### config.mk
export PLATFORM = sky130hd
export DESIGN_NAME = schoolbook_mac_ctrl
export DESIGN_NICKNAME = d
export VERILOG_FILES = /design/src/rtl/schoolbook_mac_ctrl.sv
export SDC_FILE = /design/constraint.sdc
export NUM_CORES = 1
export LEC_CHECK = 0
export CORE_UTILIZATION = 35
export DETAILED_ROUTE_END_ITERATION = 10
export DONT_BUFFER_PORTS = 1
export PLACE_DENSITY = 0.48
export SLEW_MARGIN = 20
export SYNTH_ARGS = -nofsm -noshare
export SYNTH_HDL_FRONTEND = slang
export SYNTH_SLANG_ARGS = --single-unit
### constraint.sdc
create_clock -name clk -period 4.2 [get_ports clk]
set_input_delay 0.84 -clock clk [delete_from_list [all_inputs] [get_ports clk]]
set_output_delay 0.84 -clock clk [all_outputs]
set_load 0.01 [all_outputs]
### src/rtl/schoolbook_mac_ctrl.sv
// Sequencer for negacyclic schoolbook multiplication acc = a * s in Z_(2^W)[x]/(x^N+1).
// Issues operand/accumulator reads, then drives the external MAC and writes the result one cycle later.
module schoolbook_mac_ctrl #(
  parameter int N     = 256,
  parameter int LOG2N = 8,
  parameter int W     = 13
) (
  input  logic             clk,
  input  logic             rst_n,
  input  logic             start,
  output logic             busy,
  output logic             done,
  output logic             s_rd_en,
  output logic [LOG2N-1:0] s_rd_addr,
  input  logic [3:0]       s_rd_data,
  output logic             a_rd_en,
  output logic [LOG2N-1:0] a_rd_addr,
  input  logic [W-1:0]     a_rd_data,
  output logic             acc_rd_en,
  output logic [LOG2N-1:0] acc_rd_addr,
  input  logic [W-1:0]     acc_rd_data,
  output logic             acc_wr_en,
  output logic [LOG2N-1:0] acc_wr_addr,
  output logic [W-1:0]     acc_wr_data,
  output logic [W-1:0]     mac_ri,
  output logic [W-1:0]     mac_a,
  output logic [3:0]       mac_s,
  input  logic [W-1:0]     mac_result
);

  typedef enum logic [2:0] {IDLE, LOAD_S, RUN, DRAIN, DONE} state_t;

  localparam logic [LOG2N-1:0] LAST = LOG2N'(N - 1);
  localparam logic [LOG2N:0]   NVAL = (LOG2N + 1)'(N);

  state_t           state_q, state_d;
  logic [LOG2N-1:0] i_q, i_d, j_q, j_d;
  logic             busy_q, busy_d, done_q, done_d;
  logic             s_rd_en_q, s_rd_en_d, a_rd_en_q, a_rd_en_d, acc_rd_en_q, acc_rd_en_d;
  logic [LOG2N-1:0] s_rd_addr_q, s_rd_addr_d, a_rd_addr_q, a_rd_addr_d;
  logic [LOG2N-1:0] acc_rd_addr_q, acc_rd_addr_d;
  logic             vld_p1_q, vld_p1_d, fwd_p1_q, fwd_p1_d;

  logic [3:0]       s_reg_q, s_reg_d;
  logic [LOG2N-1:0] k_p1_q, k_p1_d;
  logic             wrap_p1_q, wrap_p1_d, first_p1_q, first_p1_d;
  logic [W-1:0]     fwd_data_p1_q, fwd_data_p1_d;
  logic [W-1:0]     ri_p1;

  always_comb begin
    state_d = state_q;
    i_d     = i_q;
    j_d     = j_q;
    case (state_q)
      IDLE:   if (start) begin
                state_d = LOAD_S;
                i_d     = '0;
              end
      LOAD_S: begin
                state_d = RUN;
                j_d     = '0;
              end
      RUN:    if (j_q == LAST) begin
                j_d     = '0;
                i_d     = i_q + 1'b1;
                state_d = (i_q == LAST) ? DRAIN : LOAD_S;
              end else begin
                j_d = j_q + 1'b1;
              end
      DRAIN:  state_d = DONE;
      DONE:   state_d = IDLE;
      default: state_d = IDLE;
    endcase

    busy_d        = (state_d != IDLE) && (state_d != DONE);
    done_d        = (state_d == DONE);
    s_rd_en_d     = (state_d == LOAD_S);
    s_rd_addr_d   = s_rd_en_d ? i_d : '0;
    a_rd_en_d     = (state_d == RUN);
    a_rd_addr_d   = a_rd_en_d ? j_d : '0;
    acc_rd_en_d   = a_rd_en_d;
    acc_rd_addr_d = a_rd_en_d ? (i_d + j_d) : '0;

    // Issue stage: capture what the compute stage needs one cycle later.
    vld_p1_d      = a_rd_en_q;
    k_p1_d        = acc_rd_addr_q;
    wrap_p1_d     = ({1'b0, i_q} + {1'b0, j_q}) >= NVAL;
    first_p1_d    = (i_q == '0);
    fwd_p1_d      = a_rd_en_q && vld_p1_q && (acc_rd_addr_q == k_p1_q);
    fwd_data_p1_d = acc_wr_data;
    // s_rd_data is valid only in the first RUN cycle; the previous row's last write still uses the old digit.
    s_reg_d       = (state_q == RUN && j_q == '0) ? s_rd_data : s_reg_q;
  end

  always_ff @(posedge clk or negedge rst_n) begin
    if (!rst_n) begin
      state_q       <= IDLE;
      i_q           <= '0;
      j_q           <= '0;
      busy_q        <= 1'b0;
      done_q        <= 1'b0;
      s_rd_en_q     <= 1'b0;
      s_rd_addr_q   <= '0;
      a_rd_en_q     <= 1'b0;
      a_rd_addr_q   <= '0;
      acc_rd_en_q   <= 1'b0;
      acc_rd_addr_q <= '0;
      vld_p1_q      <= 1'b0;
      fwd_p1_q      <= 1'b0;
    end else begin
      state_q       <= state_d;
      i_q           <= i_d;
      j_q           <= j_d;
      busy_q        <= busy_d;
      done_q        <= done_d;
      s_rd_en_q     <= s_rd_en_d;
      s_rd_addr_q   <= s_rd_addr_d;
      a_rd_en_q     <= a_rd_en_d;
      a_rd_addr_q   <= a_rd_addr_d;
      acc_rd_en_q   <= acc_rd_en_d;
      acc_rd_addr_q <= acc_rd_addr_d;
      vld_p1_q      <= vld_p1_d;
      fwd_p1_q      <= fwd_p1_d;
    end
  end

  always_ff @(posedge clk) begin
    s_reg_q       <= s_reg_d;
    k_p1_q        <= k_p1_d;
    wrap_p1_q     <= wrap_p1_d;
    first_p1_q    <= first_p1_d;
    fwd_data_p1_q <= fwd_data_p1_d;
  end

  // Compute stage: outputs are gated by the stage valid so they read 0 whenever idle or in reset.
  always_comb begin
    ri_p1       = first_p1_q ? '0 : (fwd_p1_q ? fwd_data_p1_q : acc_rd_data);
    mac_ri      = vld_p1_q ? ri_p1 : '0;
    mac_a       = vld_p1_q ? a_rd_data : '0;
    mac_s       = vld_p1_q ? {s_reg_q[3] ^ wrap_p1_q, s_reg_q[2:0]} : 4'd0;
    acc_wr_en   = vld_p1_q;
    acc_wr_addr = vld_p1_q ? k_p1_q : '0;
    acc_wr_data = vld_p1_q ? mac_result : '0;
  end

  assign busy        = busy_q;
  assign done        = done_q;
  assign s_rd_en     = s_rd_en_q;
  assign s_rd_addr   = s_rd_addr_q;
  assign a_rd_en     = a_rd_en_q;
  assign a_rd_addr   = a_rd_addr_q;
  assign acc_rd_en   = acc_rd_en_q;
  assign acc_rd_addr = acc_rd_addr_q;

endmodule

== Yosys cells after proc, flatten, opt, wreduce, memory -nomap -nowiden ==
Cells that the tools add are included.

* Register bits after elaboration: 76
* Bits in latches: 0
* RAM bits: 0
* Memory bits (read-only): 0
* Input port bits: 46
* Output and inout bits: 81
* Logic and storage cells: 60
* Memories kept: 0

* Add/subtract/negate cells: 4
* Multiply operators: 0
* Divide/modulo/power cells: 0
* Order comparisons: 1
* Equal/unequal tests: 10
* Shifts and indexed selects: 0
* Mux-type cells: 19
* Bitwise gates (word level): 1
* Reduce and logical (&&, ||, !) cells: 8

{| class="wikitable"
|+ Operator list
! operator !! number
|-
| $mux 13 || 5
|-
| $mux 8 || 7
|-
| $pmux 8 s2 || 2
|-
| $add 8x1->8 const B || 2
|-
| $eq 8x8->1 const B || 2
|-
| $logic_not 8->1 || 2
|-
| $pmux 3 s4 || 1
|-
| $add 8x8->9 || 1
|-
| $eq 3x2->1 const B || 3
|-
| $ge 9x9->1 const B || 1
|-
| $add 8x8->8 || 1
|-
| $eq 8x8->1 || 1
|-
| $eq 3x1->1 const B || 2
|-
| $mux 3 || 2
|-
| $logic_and 1x1->1 || 4
|-
| $mux 4 || 1
|-
| $eq 3x3->1 const B || 1
|-
| $logic_not 3->1 || 1
|-
| $ne 3x3->1 const B || 1
|-
| $reduce_bool 3->1 || 1
|-
| $mux 2 || 1
|-
| $xor 1x1->1 || 1
|}

== Depth between registers and ports, before layout ==
* Depth after elaboration: 6
* Mapped depth: 15
* Mapped depth without buffers: 14

== Worst setup path before layout ==
Ideal clock, no wire load.

* Path kind: flip-flop to flip-flop
* Start point: register j_q[0]
* End point: register acc_rd_addr_q[6] (netlist: acc_rd_addr[6])
* Data arrival time: 2.934 ns
* Data required time: 4.076 ns
* Path slack: 1.142 ns
* Stages on the path, launching flop included: 16
* Period minus slack after synthesis: 3.058 ns
* Path through: dfrtp_1 ha_1 nand4_1 or2_0 clkbuf_1 o21ai_0 o21ai_0 ha_1 inv_1 fa_1 nor2b_1 o21ai_0 a21boi_0 o21ai_0 a21boi_0 nor3_1

* Word-level cells in the longest chain between the ends: 5

{| class="wikitable"
|+ RTL lines
! element !! RTL line !! source
|-
| start: declaration || 37 || <nowiki>logic [LOG2N-1:0] i_q, i_d, j_q, j_d;</nowiki>
|-
| start signal: assignment || 113 || <nowiki>j_q <= j_d;</nowiki>
|-
| $eq 8x8->1 || 63 || <nowiki>RUN: if (j_q == LAST) begin</nowiki>
|-
| $mux 3 || 63 ||
|-
| $pmux 3 s4 || 54 || <nowiki>case (state_q)</nowiki>
|-
| named net state_d[0] || 36 || <nowiki>state_t state_q, state_d;</nowiki>
|-
| $eq 3x2->1 || 79 || <nowiki>a_rd_en_d = (state_d == RUN);</nowiki>
|-
| $mux 8 || 82 || <nowiki>acc_rd_addr_d = a_rd_en_d ? (i_d + j_d) : '0;</nowiki>
|-
| named net acc_rd_addr_d[6] || 41 || <nowiki>logic [LOG2N-1:0] acc_rd_addr_q, acc_rd_addr_d;</nowiki>
|-
| end signal: assignment || 121 || <nowiki>acc_rd_addr_q <= acc_rd_addr_d;</nowiki>
|-
| end: declaration || 41 ||
|}

The timed path passes the listed nets, and every way through them passes these cells.
A chain may end at the register's enable or synchronous reset.

== Final worst setup path ==
* Start point: register j_q[0]
* End point: register acc_rd_addr_q[6] (netlist: acc_rd_addr[6])

* Word-level cells in the longest chain between the ends: 5

{| class="wikitable"
|+ RTL lines
! element !! RTL line
|-
| $eq 8x8->1 || 63
|-
| $mux 8 || 63
|-
| $pmux 8 s2 || 54
|-
| named net i_d[2] || 37
|-
| $add 8x8->8 || 82
|-
| $mux 8 || 82
|-
| named net acc_rd_addr_d[6] || 41
|}

The timed path passes the listed nets, and every way through them passes these cells.

==> impl_metrics.sql <==
INSERT INTO impl_metrics (metric_group, metric, value, unit) VALUES
('status', 'outcome', 'complete, no violations', ''),
('detailed_routing', 'drtAntennaViolNets', '0', ''),
('cells_and_area', 'layout.area.seq', '1810', 'sq um'),
('yosys', 'synthTopCellsByArea', 'dfrtp_1 (34%), dfxtp_1 (13%), and2_1 (7.2%)', ''),
('yosys', 'synth_fp_nets', '415', ''),
('setup_path', 'worstReg2RegStart', 'j_q[0]', ''),
('pwr', 'leakage', '1.65', 'nW'),
('setup_path', 'worstSetupEndpointType', 'register', ''),
('detailed_routing', 'wl', '8190', 'microns'),
('grt', 'grt_first_pass_wirelength', '12600', 'microns'),
('grt', 'globalRouteTotalUtil', '16.0', '%'),
('die', 'dieWidth', '103', 'microns'),
('timing', 'worst_pin_slew', '0.757', 'ns'),
('setup_path', 'critical-path-slowest-cell', 'o21ai_0', ''),
('setup_path', 'regToRegEndpoint', 'acc_rd_addr[6]', ''),
('yosys', 'ys.warnings.count', '0', ''),
('pwr', 'power.share.clock', '42.0', '%'),
('cells_and_area', 'layout-drive-gt1-share', '7.06', '%'),
('yosys', 'synth-seq-cells', '76', ''),
('setup_path', 'worst-r2r-setup-slack', '0.70', 'ns'),
('cts', 'htree_levels', '3', ''),
('yosys', 'postSynthAreaPerCell', '10.2', 'sq um'),
('pwr', 'power_report.internal_total', '0.00103', 'W'),
('yosys', 'synth_area', '3580', 'sq um'),
('cts', 'tritoncts.num_buffers', '9', ''),
('detailed_routing', 'drt_pre_antenna_iters', '4', ''),
('detailed_routing', 'vias', '2417', ''),
('timing', 'timing.slew.headroom', '49.2', '%'),
('pwr', 'power.net_switching', '0.000303', 'W'),
('yosys', 'gate_count_post_synth', '350', ''),
('cts', 'clkSlewWorstSetupHoldPaths', '0.08', 'ns'),
('cells_and_area', 'final_cell_count_no_fill', '487', ''),
('pwr', 'swShare', '22.8', '%'),
('setup_path', 'critical-path-max-stage-delay', '0.54', 'ns'),
('setup_path', 'timing.critical_path.to', 'acc_rd_addr[6]', ''),
('die', 'placement_rows', '36', ''),
('cells_and_area', 'insertedDiodeCount', '0', ''),
('yosys', 'synth_most_common_cell', 'dfrtp_1', ''),
('timing', 'setup_total_negative_slack', '0', 'ns'),
('run', 'drv.max_cap_violation_count', '0', ''),
('timing', 'max_freq', '286', 'MHz'),
('cts', 'cts_max_path_buffers', '2', ''),
('grt', 'grt_pass1_vias', '2321', ''),
('cells_and_area', 'areaGrowthSynthToFinish', '8.97', '%'),
('timing', 'final_period_minus_worst_setup_slack', '3.50', 'ns'),
('placement', 'port_buffers', '0', ''),
('pwr', 'power.share.sequential', '55.8', '%'),
('yosys', 'synth-seq-area-share', '50.4', '%'),
('timing', 'setup_viol_count_final', '0', ''),
('yosys', 'yosys.cell_types.count', '49', ''),
('die', 'design.die.area', '10600', 'sq um'),
('setup_path', 'timing.critical_path.mode_cell', 'o21ai_0', ''),
('detailed_routing', 'drt_iter0_markers', '91', ''),
('yosys', 'yosys.area.top_type_share', '34.2', '%'),
('cells_and_area', 'n_fill_cell', '988', ''),
('yosys', 'ys_dominant_reg_cell', 'dfrtp_1', ''),
('timing', 'finalHoldWorstSlack', '0.186', 'ns'),
('detailed_routing', 'route.detailed.vias_per_inst', '4.96', ''),
('die', 'die_outline_height', '103', 'microns'),
('die', 'effective_utilization_at_floorplan', '36.3', '%'),
('grt', 'antenna_found_initial', '0', ''),
('cells_and_area', 'area_occupied_by_multi_input_gates', '1670', 'sq um'),
('setup_path', 'timing.critical_path.fanout_max', '8', ''),
('cts', 'post_cts_hold_buffer_count', '0', ''),
('die', 'placeableCoreArea', '9860', 'sq um'),
('yosys', 'synthArstFlopShare', '64.5', '%'),
('setup_path', 'start_kind', 'register', ''),
('timing', 'hold_violations', '0', ''),
('pwr', 'power.ir.vdd_worst', '0.147', 'mV'),
('placement', 'placed_cells', '471', ''),
('timing', 'maxSlewViolCount', '0', '');
==> sequential cells by signal, indices dropped and copies added (netlist names), 4 cells and up <==
register and flops:
s_rd_addr 8, i_q 8, j_q 8, fwd_data_p1_q 13
s_reg_q 4, acc_rd_addr 8, k_p1_q 8, a_rd_addr 8
==> metrics by stage <==
stage | total power, W | utilization (%) | area [sq um]
finish | 0.00133 | 39.6 | 3910
global route | 0.00139 | 39.6 | 3910
CTS | 0.00135 | 39.6 | 3910
detailed placement | 0.000787 | 37.6 | 3710
global placement | 0.000788 | 37.6 | 3710
floorplan | 0.000784 | - | 3580
==> power groups by stage <==
stage          Clock, W  Combinational (W)  Sequential (W)
2_1_floorplan         0          0.0000274        0.000756
3_3_place_gp          0          0.0000309        0.000757
3_5_place_dp          0          0.0000306        0.000757
4_1_cts        0.000581          0.0000307        0.000741
5_1_grt        0.000613          0.0000345        0.000742
6_report       0.000558          0.0000303        0.000741
==> placed cells by master (no fill, tap or decap), drive strengths merged, types with 14 or more instances in the layout <==
cell | netlist | final
dfrtp | 49 | 49
o21ai | 15 | 15
mux2i | 18 | 18
ha | 18 | 18
dfxtp | 23 | 23
inv | 12 | 14
nand3 | 15 | 15
nand2 | 23 | 23
nor2 | 30 | 30
and2 | 41 | 41
==> worst min-delay path by stage <==
stage,from,to,slack [ns]
floorplan,acc_rd_addr[0],k_p1_q[0],0.45
global placement,acc_rd_addr[3],k_p1_q[3],0.47
detailed placement,acc_rd_addr[3],k_p1_q[3],0.48
CTS,rst_n,state_q[1],0.16
global route,rst_n,acc_rd_en,0.15
finish,rst_n,a_rd_addr[2],0.19
==> area by class of cell <==
class	instances	share of cell area [%]
Multi-Input combinational cell	248	42.9
Clock buffer	9	3.17
Sequential cell	76	46.3
Inverter	12	1.15
Timing Repair Buffer	2	0.384
Clock inverter	7	1.89
Tap cell	133	4.26
==> cell families (layout without fill, tap and decap cells) <==
logic type	count (synthesis)	after routing	synth area share, %
flops	76	76	50.4
simple gates	148	148	22.4
fa+ha+maj	19	19	6.84
compound gates	49	49	8.52
buf+inv	26	30	2.86
xor+xnor	14	14	3.84
mux	18	18	5.13
==> worst max-delay path: cells and delay by family (launching register included) <==
kind | cells | cell delay, ns
flops | 1 | 0.48
simple gates | 6 | 1.13
fa+ha+maj | 2 | 0.67
compound gates | 4 | 1.09
==> metal layers <==
metal  wire length [microns]  GRT usage [%]  vias to the layer above
li1                        -              -                     1186
met1                    3820           22.1                     1160
met2                    3970           24.5                       61
met3                     278           3.76                       10
met4                     126           5.96                        0
met5                       0              0                        -
Power figures use the tool's default switching activity.
